**config.mk**
```make
export PLATFORM = sky130hd
export DESIGN_NAME = sh7034_ibus_master
export DESIGN_NICKNAME = d
export VERILOG_FILES = /design/src/rtl/sh7034_ibus_master.sv
export SDC_FILE = /design/constraint.sdc
export NUM_CORES = 1
export LEC_CHECK = 0
export ABC_AREA = 1
export BUFFER_PORTS_ARGS = -buffer_cell sky130_fd_sc_hd__buf_2
export CAP_MARGIN = 20
export CELL_PAD_IN_SITES_DETAIL_PLACEMENT = 0
export CELL_PAD_IN_SITES_GLOBAL_PLACEMENT = 2
export CORE_ASPECT_RATIO = 0.9
export CORE_MARGIN = 4
export CORE_UTILIZATION = 29
export CTS_BUF_LIST = sky130_fd_sc_hd__clkbuf_4 sky130_fd_sc_hd__clkbuf_8 sky130_fd_sc_hd__clkbuf_16
export DETAILED_ROUTE_END_ITERATION = 6
export PLACE_DENSITY = 0.83
export SYNTH_ARGS = -nofsm -noshare
export SYNTH_HDL_FRONTEND = slang
export SYNTH_SLANG_ARGS = --single-unit
```
**constraint.sdc**
```tcl
create_clock -name CLK -period 8.2 [get_ports CLK]
set_clock_uncertainty 0.05 [all_clocks]
set_input_delay 1.64 -clock CLK [delete_from_list [all_inputs] [get_ports CLK]]
set_output_delay 1.64 -clock CLK [all_outputs]
set_load 0.03 [all_outputs]
```
**src/rtl/sh7034_ibus_master.sv**
```systemverilog
// sh7034_ibus_master
//
// Internal-bus initiator. Takes one front-end command (byte/word/long, read
// or write) and runs it as a single IBUS transaction towards the on-chip
// register responders (UBC, timers, DMAC).
//
// Handshakes (all state advances only on clock edges with CE_R=1, except the
// one-cycle RESP->IDLE step):
//   Command side : CMD_READY is high in IDLE; a command transfers on a CE_R
//                  edge where CMD_REQ=1 and CMD_READY=1. CMD_REQ is ignored
//                  otherwise. RSP_VALID is a single CLK pulse, one per
//                  accepted command, with RSP_ERR/RSP_RDATA qualified by it.
//   Bus side     : IBUS_REQ is high for the whole access; the responder holds
//                  it open with IBUS_BUSY=1, and the access completes on the
//                  first CE_R edge that sees IBUS_BUSY=0.
//
// Ports:
//   CLK, RST            clock, asynchronous active-high reset
//   CE_R, CE_F          rising/falling phase enables (CE_F unused here)
//   CMD_*               front-end command; CMD_READY back-pressure
//   RSP_*               completion pulse, error flag, extended read data
//   IBUS_A/DO/BA/WE/REQ bus outputs; IBUS_DI/BUSY/ACT responder inputs
//
// Parameters:
//   TO_W     width of the wait-state counter
//   TIMEOUT  BUSY-high CE_R edges after which the access aborts with error
module sh7034_ibus_master #(
  parameter int TO_W    = 8,
  parameter int TIMEOUT = 255
) (
  input  logic        CLK,
  input  logic        RST,
  input  logic        CE_R,
  input  logic        CE_F,
  input  logic        CMD_REQ,
  input  logic [27:0] CMD_ADDR,
  input  logic [31:0] CMD_WDATA,
  input  logic [1:0]  CMD_SIZE,
  input  logic        CMD_WE,
  input  logic        CMD_SIGNED,
  output logic        CMD_READY,
  output logic        RSP_VALID,
  output logic [31:0] RSP_RDATA,
  output logic        RSP_ERR,
  output logic [27:0] IBUS_A,
  output logic [31:0] IBUS_DO,
  input  logic [31:0] IBUS_DI,
  output logic [3:0]  IBUS_BA,
  output logic        IBUS_WE,
  output logic        IBUS_REQ,
  input  logic        IBUS_BUSY,
  input  logic        IBUS_ACT
);

  typedef enum logic [1:0] {
    S_IDLE   = 2'd0,
    S_ACCESS = 2'd1,
    S_RESP   = 2'd2
  } state_t;

  state_t            state_q, state_d;
  logic [27:0]       a_q, a_d;
  logic [31:0]       do_q, do_d;
  logic [3:0]        ba_q, ba_d;
  logic              we_q, we_d;
  logic [1:0]        size_q, size_d;   // normalised: 0 byte, 1 word, 2 long
  logic              sgn_q, sgn_d;
  logic [TO_W-1:0]   cnt_q, cnt_d;
  logic              err_q, err_d;
  logic [31:0]       rdata_q, rdata_d;

  logic              unused_ce_f;
  assign unused_ce_f = CE_F;

  // Decode of the incoming command.
  logic              cmd_long, cmd_word, cmd_misaligned;
  logic [1:0]        cmd_size_n;
  logic [3:0]        cmd_ba;
  logic [31:0]       cmd_do;

  always_comb begin
    cmd_long       = CMD_SIZE[1];                 // size 3 folds into long
    cmd_word       = (CMD_SIZE == 2'd1);
    cmd_misaligned = (cmd_word & CMD_ADDR[0]) | (cmd_long & (|CMD_ADDR[1:0]));
    cmd_size_n     = cmd_long ? 2'd2 : CMD_SIZE;

    cmd_ba = 4'b1111;
    cmd_do = CMD_WDATA;
    if (cmd_long) begin
      cmd_ba = 4'b1111;
      cmd_do = CMD_WDATA;
    end else if (cmd_word) begin
      cmd_ba = CMD_ADDR[1] ? 4'b0011 : 4'b1100;
      cmd_do = {CMD_WDATA[15:0], CMD_WDATA[15:0]};
    end else begin
      cmd_ba = 4'b1000 >> CMD_ADDR[1:0];
      cmd_do = {4{CMD_WDATA[7:0]}};
    end
  end

  // Read-data extraction, big-endian lanes: address offset 0 is DI[31:24].
  logic [7:0]  rd_byte;
  logic [15:0] rd_half;
  logic [31:0] rd_ext;

  always_comb begin
    rd_byte = IBUS_DI[31:24];
    case (a_q[1:0])
      2'd0:    rd_byte = IBUS_DI[31:24];
      2'd1:    rd_byte = IBUS_DI[23:16];
      2'd2:    rd_byte = IBUS_DI[15:8];
      default: rd_byte = IBUS_DI[7:0];
    endcase
    rd_half = a_q[1] ? IBUS_DI[15:0] : IBUS_DI[31:16];

    rd_ext = IBUS_DI;
    if (size_q == 2'd0)
      rd_ext = {{24{sgn_q & rd_byte[7]}}, rd_byte};
    else if (size_q == 2'd1)
      rd_ext = {{16{sgn_q & rd_half[15]}}, rd_half};
  end

  logic [TO_W-1:0] cnt_inc;
  assign cnt_inc = cnt_q + TO_W'(1);

  always_comb begin
    state_d = state_q;
    a_d     = a_q;
    do_d    = do_q;
    ba_d    = ba_q;
    we_d    = we_q;
    size_d  = size_q;
    sgn_d   = sgn_q;
    cnt_d   = cnt_q;
    err_d   = err_q;
    rdata_d = rdata_q;

    case (state_q)
      S_IDLE: begin
        if (CE_R && CMD_REQ) begin
          if (cmd_misaligned) begin
            // No bus cycle; bus-facing registers keep their previous values.
            err_d   = 1'b1;
            rdata_d = 32'd0;
            state_d = S_RESP;
          end else begin
            a_d     = CMD_ADDR;
            do_d    = cmd_do;
            ba_d    = cmd_ba;
            we_d    = CMD_WE;
            size_d  = cmd_size_n;
            sgn_d   = CMD_SIGNED;
            cnt_d   = '0;
            state_d = S_ACCESS;
          end
        end
      end

      S_ACCESS: begin
        if (CE_R) begin
          if (!IBUS_BUSY) begin
            // Completion takes priority over a timeout on the same edge.
            err_d   = !IBUS_ACT;
            rdata_d = (IBUS_ACT && !we_q) ? rd_ext : 32'd0;
            state_d = S_RESP;
          end else begin
            cnt_d = cnt_inc;
            if (cnt_inc == TO_W'(TIMEOUT)) begin
              err_d   = 1'b1;
              rdata_d = 32'd0;
              state_d = S_RESP;
            end
          end
        end
      end

      S_RESP: begin
        // Unconditional: the response pulse is exactly one CLK long.
        cnt_d   = '0;
        state_d = S_IDLE;
      end

      default: state_d = S_IDLE;
    endcase
  end

  always_ff @(posedge CLK or posedge RST) begin
    if (RST) begin
      state_q <= S_IDLE;
      a_q     <= '0;
      do_q    <= '0;
      ba_q    <= '0;
      we_q    <= 1'b0;
      size_q  <= '0;
      sgn_q   <= 1'b0;
      cnt_q   <= '0;
      err_q   <= 1'b0;
      rdata_q <= '0;
    end else begin
      state_q <= state_d;
      a_q     <= a_d;
      do_q    <= do_d;
      ba_q    <= ba_d;
      we_q    <= we_d;
      size_q  <= size_d;
      sgn_q   <= sgn_d;
      cnt_q   <= cnt_d;
      err_q   <= err_d;
      rdata_q <= rdata_d;
    end
  end

  // Strobes are decoded from the state register so an asynchronous reset
  // drops them immediately.
  logic in_access, in_resp;
  assign in_access = (state_q == S_ACCESS);
  assign in_resp   = (state_q == S_RESP);

  assign CMD_READY = (state_q == S_IDLE);
  assign RSP_VALID = in_resp;
  assign RSP_ERR   = in_resp & err_q;
  assign RSP_RDATA = in_resp ? rdata_q : 32'd0;
  assign IBUS_A    = a_q;
  assign IBUS_DO   = do_q;
  assign IBUS_BA   = in_access ? ba_q : 4'd0;
  assign IBUS_WE   = in_access & we_q;
  assign IBUS_REQ  = in_access;

endmodule

```
==> flow_results.xml, run 1 <==
<?xml version="1.0" encoding="UTF-8"?>
<metrics>
  <group name="floorplan">
    <metric name="die-height" unit="µm">144</metric>
    <metric name="initial_core_utilization" unit="">0.297</metric>
    <metric name="core_area" unit="µm²">20100</metric>
    <metric name="io_pins" unit="">204</metric>
    <metric name="floorplan.die.width" unit="µm">159</metric>
    <metric name="floorplan.rows" unit="">49</metric>
    <metric name="fp.dieArea" unit="µm²">22900</metric>
  </group>
  <group name="place">
    <metric name="gpl.final_weighted_congestion" unit="">0.769</metric>
    <metric name="pre_cts_ws" unit="ps">3680</metric>
    <metric name="port-buffer-count" unit="">202</metric>
    <metric name="dpl.hpwl" unit="µm">13900</metric>
  </group>
  <group name="clocking">
    <metric name="clk_path_buf_depth" unit="">2</metric>
    <metric name="cts.clk_slew.worst_paths" unit="ps">80</metric>
    <metric name="worst_skew_pair.late_latency" unit="ps">360</metric>
    <metric name="cts.root.buffer_cell" unit="">clkbuf_16</metric>
    <metric name="cts_hold_repair.buffers" unit="">0</metric>
    <metric name="count_of_buffers_added_by_post_cts_timing_repair_for_setup" unit="">0</metric>
    <metric name="clock-sinks" unit="">111</metric>
    <metric name="cts_tree" unit="">built</metric>
    <metric name="cts_htree_levels" unit="">3</metric>
    <metric name="cts-resized-gates" unit="">0</metric>
    <metric name="number_of_buffers_inserted_during_clock_tree_synthesis" unit="">9</metric>
  </group>
  <group name="worst_setup_path">
    <metric name="timing.critical_path.fanout_max" unit="">34</metric>
    <metric name="timing.critical_path.to_type" unit="">flip-flop</metric>
    <metric name="worst_setup_path_start_kind" unit="">primary input</metric>
    <metric name="critical_path_required" unit="ps">8390</metric>
    <metric name="worstPathArrival" unit="ps">4290</metric>
    <metric name="crit_path_frequent_cell" unit="">nand2_1</metric>
    <metric name="cpPeakStageDelay" unit="ps">540</metric>
    <metric name="critical_path.slowest_cell" unit="">nand2_2</metric>
    <metric name="worstSetupPathType" unit="">in2reg</metric>
    <metric name="cell_breakdown_of_the_critical_path" unit="">buf_2, inv_1, o21ai_0, nand2_1, nor2_1, inv_1, nand2_2, nand3_4, nand2_1, nand2_1</metric>
  </group>
  <group name="synthesis">
    <metric name="syn_area_per_cell" unit="µm²">7.29</metric>
    <metric name="seq_area_frac_synth" unit="">0.465</metric>
    <metric name="postSynthNetCount" unit="">924</metric>
    <metric name="synth_top_area_share" unit="">0.465</metric>
    <metric name="synth_largest_area_cell" unit="">dfrtp_1</metric>
    <metric name="yosys-top-cells-count" unit="">306 x nand2_1, 111 x dfrtp_1, 89 x nor2_1, 68 x inv_1, 59 x nand3_1</metric>
    <metric name="synth_cell_types" unit="">32</metric>
    <metric name="yosysMostFrequentCell" unit="">nand2_1</metric>
    <metric name="synth_warnings" unit="">0</metric>
    <metric name="synthesized_instance_count" unit="">819</metric>
    <metric name="syn_area" unit="µm²">5970</metric>
    <metric name="ys_dominant_reg_cell" unit="">dfrtp_1</metric>
    <metric name="synthArstFlopShare" unit="">1.00</metric>
    <metric name="ys_seq_elements" unit="">111</metric>
    <metric name="synthTopCellsByArea" unit="">dfrtp_1 47%, nand2_1 19%, nor2_1 5.6%, nand3_1 4.9%, inv_1 4.3%</metric>
    <metric name="edff_count_synth" unit="">0</metric>
  </group>
  <group name="detailed_routing">
    <metric name="total_number_of_vias" unit="">5680</metric>
    <metric name="routedWlPerCell" unit="µm">15.6</metric>
    <metric name="routed_wirelength" unit="µm">19500</metric>
    <metric name="detail_route.iter0.violations" unit="">313</metric>
    <metric name="ant_nets" unit="">0</metric>
    <metric name="drc" unit="">0</metric>
    <metric name="detail_route.vias_per_cell" unit="">4.54</metric>
    <metric name="drt_pass1_iterations" unit="">4</metric>
  </group>
  <group name="grt">
    <metric name="grt_pass1_vias" unit="">5780</metric>
    <metric name="pin_count_of_the_biggest_net_entering_global_routing" unit="">74</metric>
    <metric name="number_of_antenna_violations_at_the_first_check_in_global_routing" unit="">3</metric>
    <metric name="global_route.usage.total" unit="">0.171</metric>
    <metric name="grt_first_pass_wirelength" unit="µm">31700</metric>
    <metric name="overflow" unit="">0</metric>
  </group>
  <group name="sta">
    <metric name="fin_setup_tns" unit="ps">0</metric>
    <metric name="worst_pin_slew" unit="ps">987</metric>
    <metric name="achievable-frequency" unit="GHz">0.244</metric>
    <metric name="post-route-min-period" unit="ps">4100</metric>
    <metric name="slew_headroom" unit="">0.338</metric>
    <metric name="final_number_of_max_transition_violations" unit="">0</metric>
    <metric name="report.final.setup_viol" unit="">0</metric>
    <metric name="finalWorstSetupSlack" unit="ps">4100</metric>
    <metric name="hold_viol_final" unit="">0</metric>
    <metric name="period_share" unit="">0.500</metric>
    <metric name="grt_setup_unrepaired" unit="">no</metric>
  </group>
  <group name="status">
    <metric name="run_status" unit="">complete, no violations</metric>
  </group>
  <group name="layout">
    <metric name="area_growth" unit="%">24.1</metric>
    <metric name="final_net_count" unit="">1098</metric>
    <metric name="layout-drive-gt1-share" unit="">0.255</metric>
    <metric name="antenna_cells" unit="">0</metric>
  </group>
  <group name="power">
    <metric name="power_per_cell_area" unit="nW/µm²">356</metric>
    <metric name="power.leakage" unit="nW">4.02</metric>
    <metric name="irDropWorstVdd" unit="µV">198</metric>
  </group>
  <group name="run">
    <metric name="maxCapViolations" unit="">0</metric>
  </group>
  <group name="hold_path">
    <metric name="hp-class" unit="">reg2reg</metric>
  </group>
</metrics>
-- cell usage in the layout (no fill, tap or decap), types with 3 or more instances in the layout --
cell type  count
o22ai_1        5
nand2_1      306
o21ai_1        6
o211ai_1       7
o21ai_0       32
a21oi_1       11
nand2_2        3
nor2_1        88
nand3_1       59
buf_2        202
nor2_2        13
clkbuf_16      9
inv_6          3
nand4_1       35
inv_2          7
inv_1         66
dfrtp_1      111
buf_4          3
a21boi_0      10
-- path summary, 6_finish.rpt --
path | start | slack, ps | to | cells past startpoint
setup / recovery | CMD_SIZE[1] | 4100 | rdata_q[23] | 10
max in group asynchronous | RST | 5590 | rdata_q[14] | 3
setup reg to reg | cnt_q[1] | 5690 | rdata_q[23] | 10
hold reg to reg | IBUS_A[8] | 420 | IBUS_A[8] | 2
hold / removal | IBUS_A[8] | 420 | IBUS_A[8] | 2
min in group asynchronous | RST | 1390 | IBUS_A[23] | 2
-- kinds of logic after synthesis --
group,after synthesis,synth area share
simple gates,514,0.372
buf+inv,117,0.0853
flops,111,0.465
compound gates,75,0.0732
fa+ha+maj,2,0.00419
-- state kept, by name, summed over array words and instances, names as in the netlist --
name	count
cnt_q	8
state_q	2
err_q	1
sgn_q	1
IBUS_A	28
ba_q	4
IBUS_DO	32
rdata_q	32
size_q	2
we_q	1
-- routing by layer --
| layer | part of all wire | up-vias | global-route usage |
|---|---|---|---|
| met5 | 0.0024 | - | 0 |
| met3 | 0.089 | 13 | 0.0678 |
| met2 | 0.44 | 158 | 0.267 |
| li1 | - | 2947 | - |
| met1 | 0.46 | 2556 | 0.230 |
| met4 | 0.0062 | 6 | 0.0292 |
-- worst max-delay path, delay by kind of cell --
| family | cells | cell delay, ps |
|---|---|---|
| simple gates | 6 | 1540 |
| buf+inv | 3 | 910 |
| compound gates | 1 | 170 |
-- where the power goes --
part	total (mW)	switching [mW]	internal (mW)	leakage, nW
clock network	0.462	0.221	0.241	0.149
registers	0.881	0.127	0.755	1.43
logic	1.29	0.962	0.332	2.43
total	2.64	1.31	1.33	4.02
-- metrics by stage --
step	hold WS, ps	utilization	instances	total power, mW	area (µm²)
5_1_grt	442	0.368	1252	2.86	7410
3_5_place_dp	406	0.353	1237	2.20	7100
2_1_floorplan	392	-	819	1.83	5970
4_1_cts	427	0.368	1252	2.68	7410
3_3_place_gp	399	0.353	1237	2.19	7100
6_report	423	0.368	1252	2.64	7410
-- final cells by class --
class | count | area [µm²]
repair buffers | 205 | 1030
clock inverters | 6 | 77.6
well taps | 255 | 319
multi-input cells | 591 | 2690
flip-flops and latches | 111 | 2780
clock buffers | 9 | 225
inverters | 75 | 284
fillers | 2181 | 12700
No activity file was read; power rests on OpenSTA's default activity.
==> run 2, diff against run 1 <==
--- a/config.mk
+++ b/config.mk
@@ -5,17 +5,17 @@
 export SDC_FILE = /design/constraint.sdc
 export NUM_CORES = 1
 export LEC_CHECK = 0
-export ABC_AREA = 1
+export ABC_AREA = 0
 export BUFFER_PORTS_ARGS = -buffer_cell sky130_fd_sc_hd__buf_2
 export CAP_MARGIN = 20
 export CELL_PAD_IN_SITES_DETAIL_PLACEMENT = 0
 export CELL_PAD_IN_SITES_GLOBAL_PLACEMENT = 2
 export CORE_ASPECT_RATIO = 0.9
 export CORE_MARGIN = 4
-export CORE_UTILIZATION = 29
+export CORE_UTILIZATION = 31
 export CTS_BUF_LIST = sky130_fd_sc_hd__clkbuf_4 sky130_fd_sc_hd__clkbuf_8 sky130_fd_sc_hd__clkbuf_16
 export DETAILED_ROUTE_END_ITERATION = 6
-export PLACE_DENSITY = 0.83
+export PLACE_DENSITY = 0.79
 export SYNTH_ARGS = -nofsm -noshare
 export SYNTH_HDL_FRONTEND = slang
 export SYNTH_SLANG_ARGS = --single-unit
==> constraint.sdc (replaced) <==
create_clock -name CLK -period 3.8 [get_ports CLK]
set_clock_uncertainty 0.05 [all_clocks]
set_input_delay 0.76 -clock CLK [delete_from_list [all_inputs] [get_ports CLK]]
set_output_delay 0.76 -clock CLK [all_outputs]
set_load 0.03 [all_outputs]
==> run 2 against run 1 <==
Area after synthesis down 0.71%; non-clock buffer count up 5; critical path depth down 5; setup slack worse by 3000 ps; critical path type is now reg2out; largest power group unchanged.
==> flow_results.xml, run 2 <==
<?xml version="1.0" encoding="UTF-8"?>
<metrics>
  <group name="status">
    <metric name="run_status" unit="">complete, no violations</metric>
  </group>
  <group name="sta">
    <metric name="report.final.setup_viol" unit="">0</metric>
    <metric name="worst_pin_slew" unit="ps">822</metric>
    <metric name="hold_viol_final" unit="">0</metric>
    <metric name="fin_setup_tns" unit="ps">0</metric>
    <metric name="period_share" unit="">0.706</metric>
    <metric name="grt_setup_unrepaired" unit="">no</metric>
    <metric name="final_number_of_max_transition_violations" unit="">0</metric>
    <metric name="post-route-min-period" unit="ps">2680</metric>
    <metric name="achievable-frequency" unit="GHz">0.373</metric>
    <metric name="slew_headroom" unit="">0.452</metric>
  </group>
  <group name="layout">
    <metric name="layout.cells.most_common" unit="">buf_2</metric>
    <metric name="commonest_cells_after_routing_fill_and_taps_aside" unit="">202 x buf_2, 111 x dfrtp_1, 63 x nand2_1</metric>
    <metric name="core_utilization_of_the_finished_layout" unit="">0.399</metric>
    <metric name="layout-drive-gt1-share" unit="">0.415</metric>
    <metric name="ff_latch_area" unit="µm²">2780</metric>
    <metric name="final_design_area_no_fill" unit="µm²">7410</metric>
    <metric name="multi_input_comb_area" unit="µm²">2860</metric>
    <metric name="final_net_count" unit="">843</metric>
    <metric name="final.fill_count" unit="">1897</metric>
    <metric name="antenna_cells" unit="">0</metric>
    <metric name="area_growth" unit="%">25.1</metric>
  </group>
  <group name="clocking">
    <metric name="cts.clk_slew.worst_paths" unit="ps">80</metric>
    <metric name="cts-resized-gates" unit="">0</metric>
    <metric name="count_of_buffers_added_by_post_cts_timing_repair_for_setup" unit="">0</metric>
    <metric name="cts.root.buffer_cell" unit="">clkbuf_16</metric>
    <metric name="clk_path_buf_depth" unit="">2</metric>
    <metric name="cts_hold_repair.buffers" unit="">0</metric>
    <metric name="cts_htree_levels" unit="">3</metric>
    <metric name="worst_skew_pair.late_latency" unit="ps">350</metric>
    <metric name="number_of_buffers_inserted_during_clock_tree_synthesis" unit="">9</metric>
    <metric name="clock-sinks" unit="">111</metric>
    <metric name="cts_tree" unit="">built</metric>
  </group>
  <group name="worst_setup_path">
    <metric name="critical_path.slowest_cell" unit="">dfrtp_1</metric>
    <metric name="reg2reg_from" unit="">cnt_q[1]</metric>
    <metric name="worstPathArrival" unit="ps">1870</metric>
    <metric name="worstSetupStartpoint" unit="">state_q[1]</metric>
    <metric name="worst_setup_path_start_kind" unit="">flip-flop</metric>
    <metric name="timing.critical_path.to_type" unit="">primary output</metric>
    <metric name="cpPeakStageDelay" unit="ps">430</metric>
    <metric name="critical_path_required" unit="ps">2990</metric>
    <metric name="worstSetupPathType" unit="">reg2out</metric>
    <metric name="cell_breakdown_of_the_critical_path" unit="">inv_1, nor2_1, buf_4, and2_1, buf_2</metric>
    <metric name="timing.critical_path.fanout_max" unit="">24</metric>
  </group>
  <group name="grt">
    <metric name="number_of_antenna_violations_at_the_first_check_in_global_routing" unit="">0</metric>
    <metric name="overflow" unit="">0</metric>
    <metric name="global_route.usage.total" unit="">0.159</metric>
    <metric name="pin_count_of_the_biggest_net_entering_global_routing" unit="">64</metric>
    <metric name="grt_first_pass_wirelength" unit="µm">27700</metric>
    <metric name="grt_pass1_vias" unit="">5323</metric>
  </group>
  <group name="synthesis">
    <metric name="ys_seq_elements" unit="">111</metric>
    <metric name="yosys-top-cells-count" unit="">111 x dfrtp_1, 63 x nand2_1, 42 x mux2_2, 40 x and2_1, 31 x a21oi_1</metric>
    <metric name="syn_area_per_cell" unit="µm²">10.6</metric>
    <metric name="ys_dominant_reg_cell" unit="">dfrtp_1</metric>
    <metric name="synth_top_family_by_area" unit="">multiplexers</metric>
    <metric name="synthesized_instance_count" unit="">561</metric>
    <metric name="syn_area" unit="µm²">5930</metric>
    <metric name="synth_warnings" unit="">0</metric>
    <metric name="yosys.area_share.adder" unit="">0.00422</metric>
    <metric name="synth_cell_types" unit="">54</metric>
    <metric name="seq_area_frac_synth" unit="">0.469</metric>
    <metric name="synth_compound_gate_area_share" unit="">0.141</metric>
    <metric name="synth_simple_gate_area_share" unit="">0.149</metric>
    <metric name="area_share_of_xor_xnor_cells_in_the_synthesized_design" unit="">0.00296</metric>
    <metric name="post_synth_mux_area_share" unit="">0.183</metric>
    <metric name="synthTopCellsByArea" unit="">dfrtp_1 47%, mux2_2 8.0%, mux2_4 5.1%, and2_1 4.2%, nand2_1 4.0%</metric>
    <metric name="synth_top_area_share" unit="">0.469</metric>
    <metric name="edff_count_synth" unit="">0</metric>
    <metric name="yosysMostFrequentCell" unit="">dfrtp_1</metric>
    <metric name="synthArstFlopShare" unit="">1.00</metric>
    <metric name="postSynthNetCount" unit="">666</metric>
    <metric name="synth_largest_area_cell" unit="">dfrtp_1</metric>
  </group>
  <group name="floorplan">
    <metric name="core_area" unit="µm²">18600</metric>
    <metric name="initial_core_utilization" unit="">0.319</metric>
    <metric name="floorplan.rows" unit="">47</metric>
    <metric name="io_pins" unit="">204</metric>
    <metric name="floorplan.die.width" unit="µm">154</metric>
    <metric name="fp.dieArea" unit="µm²">21400</metric>
    <metric name="die-height" unit="µm">139</metric>
  </group>
  <group name="detailed_routing">
    <metric name="total_number_of_vias" unit="">4891</metric>
    <metric name="detail_route.iter0.violations" unit="">219</metric>
    <metric name="routedWlPerCell" unit="µm">17.3</metric>
    <metric name="ant_nets" unit="">0</metric>
    <metric name="drt_pass1_iterations" unit="">4</metric>
    <metric name="drc" unit="">0</metric>
    <metric name="detail_route.vias_per_cell" unit="">4.96</metric>
    <metric name="routed_wirelength" unit="µm">17100</metric>
  </group>
  <group name="place">
    <metric name="port-buffer-count" unit="">202</metric>
    <metric name="placedInstanceArea" unit="µm²">7130</metric>
    <metric name="gpl.final_weighted_congestion" unit="">0.851</metric>
    <metric name="dpl.hpwl" unit="µm">12800</metric>
  </group>
  <group name="power">
    <metric name="power.leakage" unit="nW">3.61</metric>
    <metric name="power_per_cell_area" unit="nW/µm²">734</metric>
    <metric name="irDropWorstVdd" unit="µV">387</metric>
  </group>
  <group name="run">
    <metric name="maxCapViolations" unit="">0</metric>
  </group>
  <group name="hold_path">
    <metric name="worst_hold_startpoint" unit="">ba_q[1]</metric>
    <metric name="hp-class" unit="">reg2reg</metric>
  </group>
</metrics>
[run 2: worst max-delay path, delay by kind of cell (launching register included)]
family                 cells  cell delay (ps)
flip-flops                 1              430
AND/OR/NAND/NOR            2              310
buffers and inverters      3              770
[run 2: final timing paths]
kind,slack [ps],endpoint,cells past startpoint
worst max-delay path,1120,RSP_RDATA[12],5
worst min-delay path,430,ba_q[1],2
worst max register to register,1270,rdata_q[30],7
worst min register to register,430,ba_q[1],2
max in group asynchronous,2500,cnt_q[3],3
min in group asynchronous,440,IBUS_A[10],2
[run 2: report_power, final]
part           switching, mW  total, mW  leakage (nW)  internal [mW]
clock network          0.471      0.926         0.139          0.454
logic                   1.60       2.52          2.06          0.919
registers              0.357       2.00          1.42           1.64
total                   2.43       5.44          3.61           3.01
[run 2: cell families after synthesis]
kind of cell | after synthesis
AO/OA/AOI/OAI | 128
buffers and inverters | 69
adder cells (fa/ha/maj) | 2
multiplexers | 82
XOR/XNOR | 2
flip-flops | 111
AND/OR/NAND/NOR | 167
[run 2: cell type report]
type                            count  share of cell area
Multi-Input combinational cell    381               0.385
Clock buffer                        9              0.0304
Timing Repair Buffer              210               0.148
Tap cell                          245              0.0414
Clock inverter                      6             0.00759
Sequential cell                   111               0.375
Inverter                           25              0.0130
[run 2: through the flow]
step / power (mW) / instances / hold WS, ps / setup WS (ps)
after detailed placement: 4.57 / 972 / 416 / 968
after CTS: 5.53 / 987 / 435 / 1060
final: 5.44 / 987 / 426 / 1120
after global routing: 5.81 / 987 / 449 / 916
after global placement: 4.51 / 972 / 408 / 1010
after floorplan: 3.83 / 561 / 392 / 59.3
[run 2: layer usage]
metal | track usage | wire (µm) | share of wire | up-vias
li1 | - | - | - | 2344
met5 | 0 | 0 | 0 | -
met2 | 0.262 | 8040 | 0.47 | 175
met4 | 0.0381 | 212 | 0.012 | 0
met3 | 0.0624 | 1620 | 0.095 | 16
met1 | 0.196 | 7250 | 0.42 | 2356
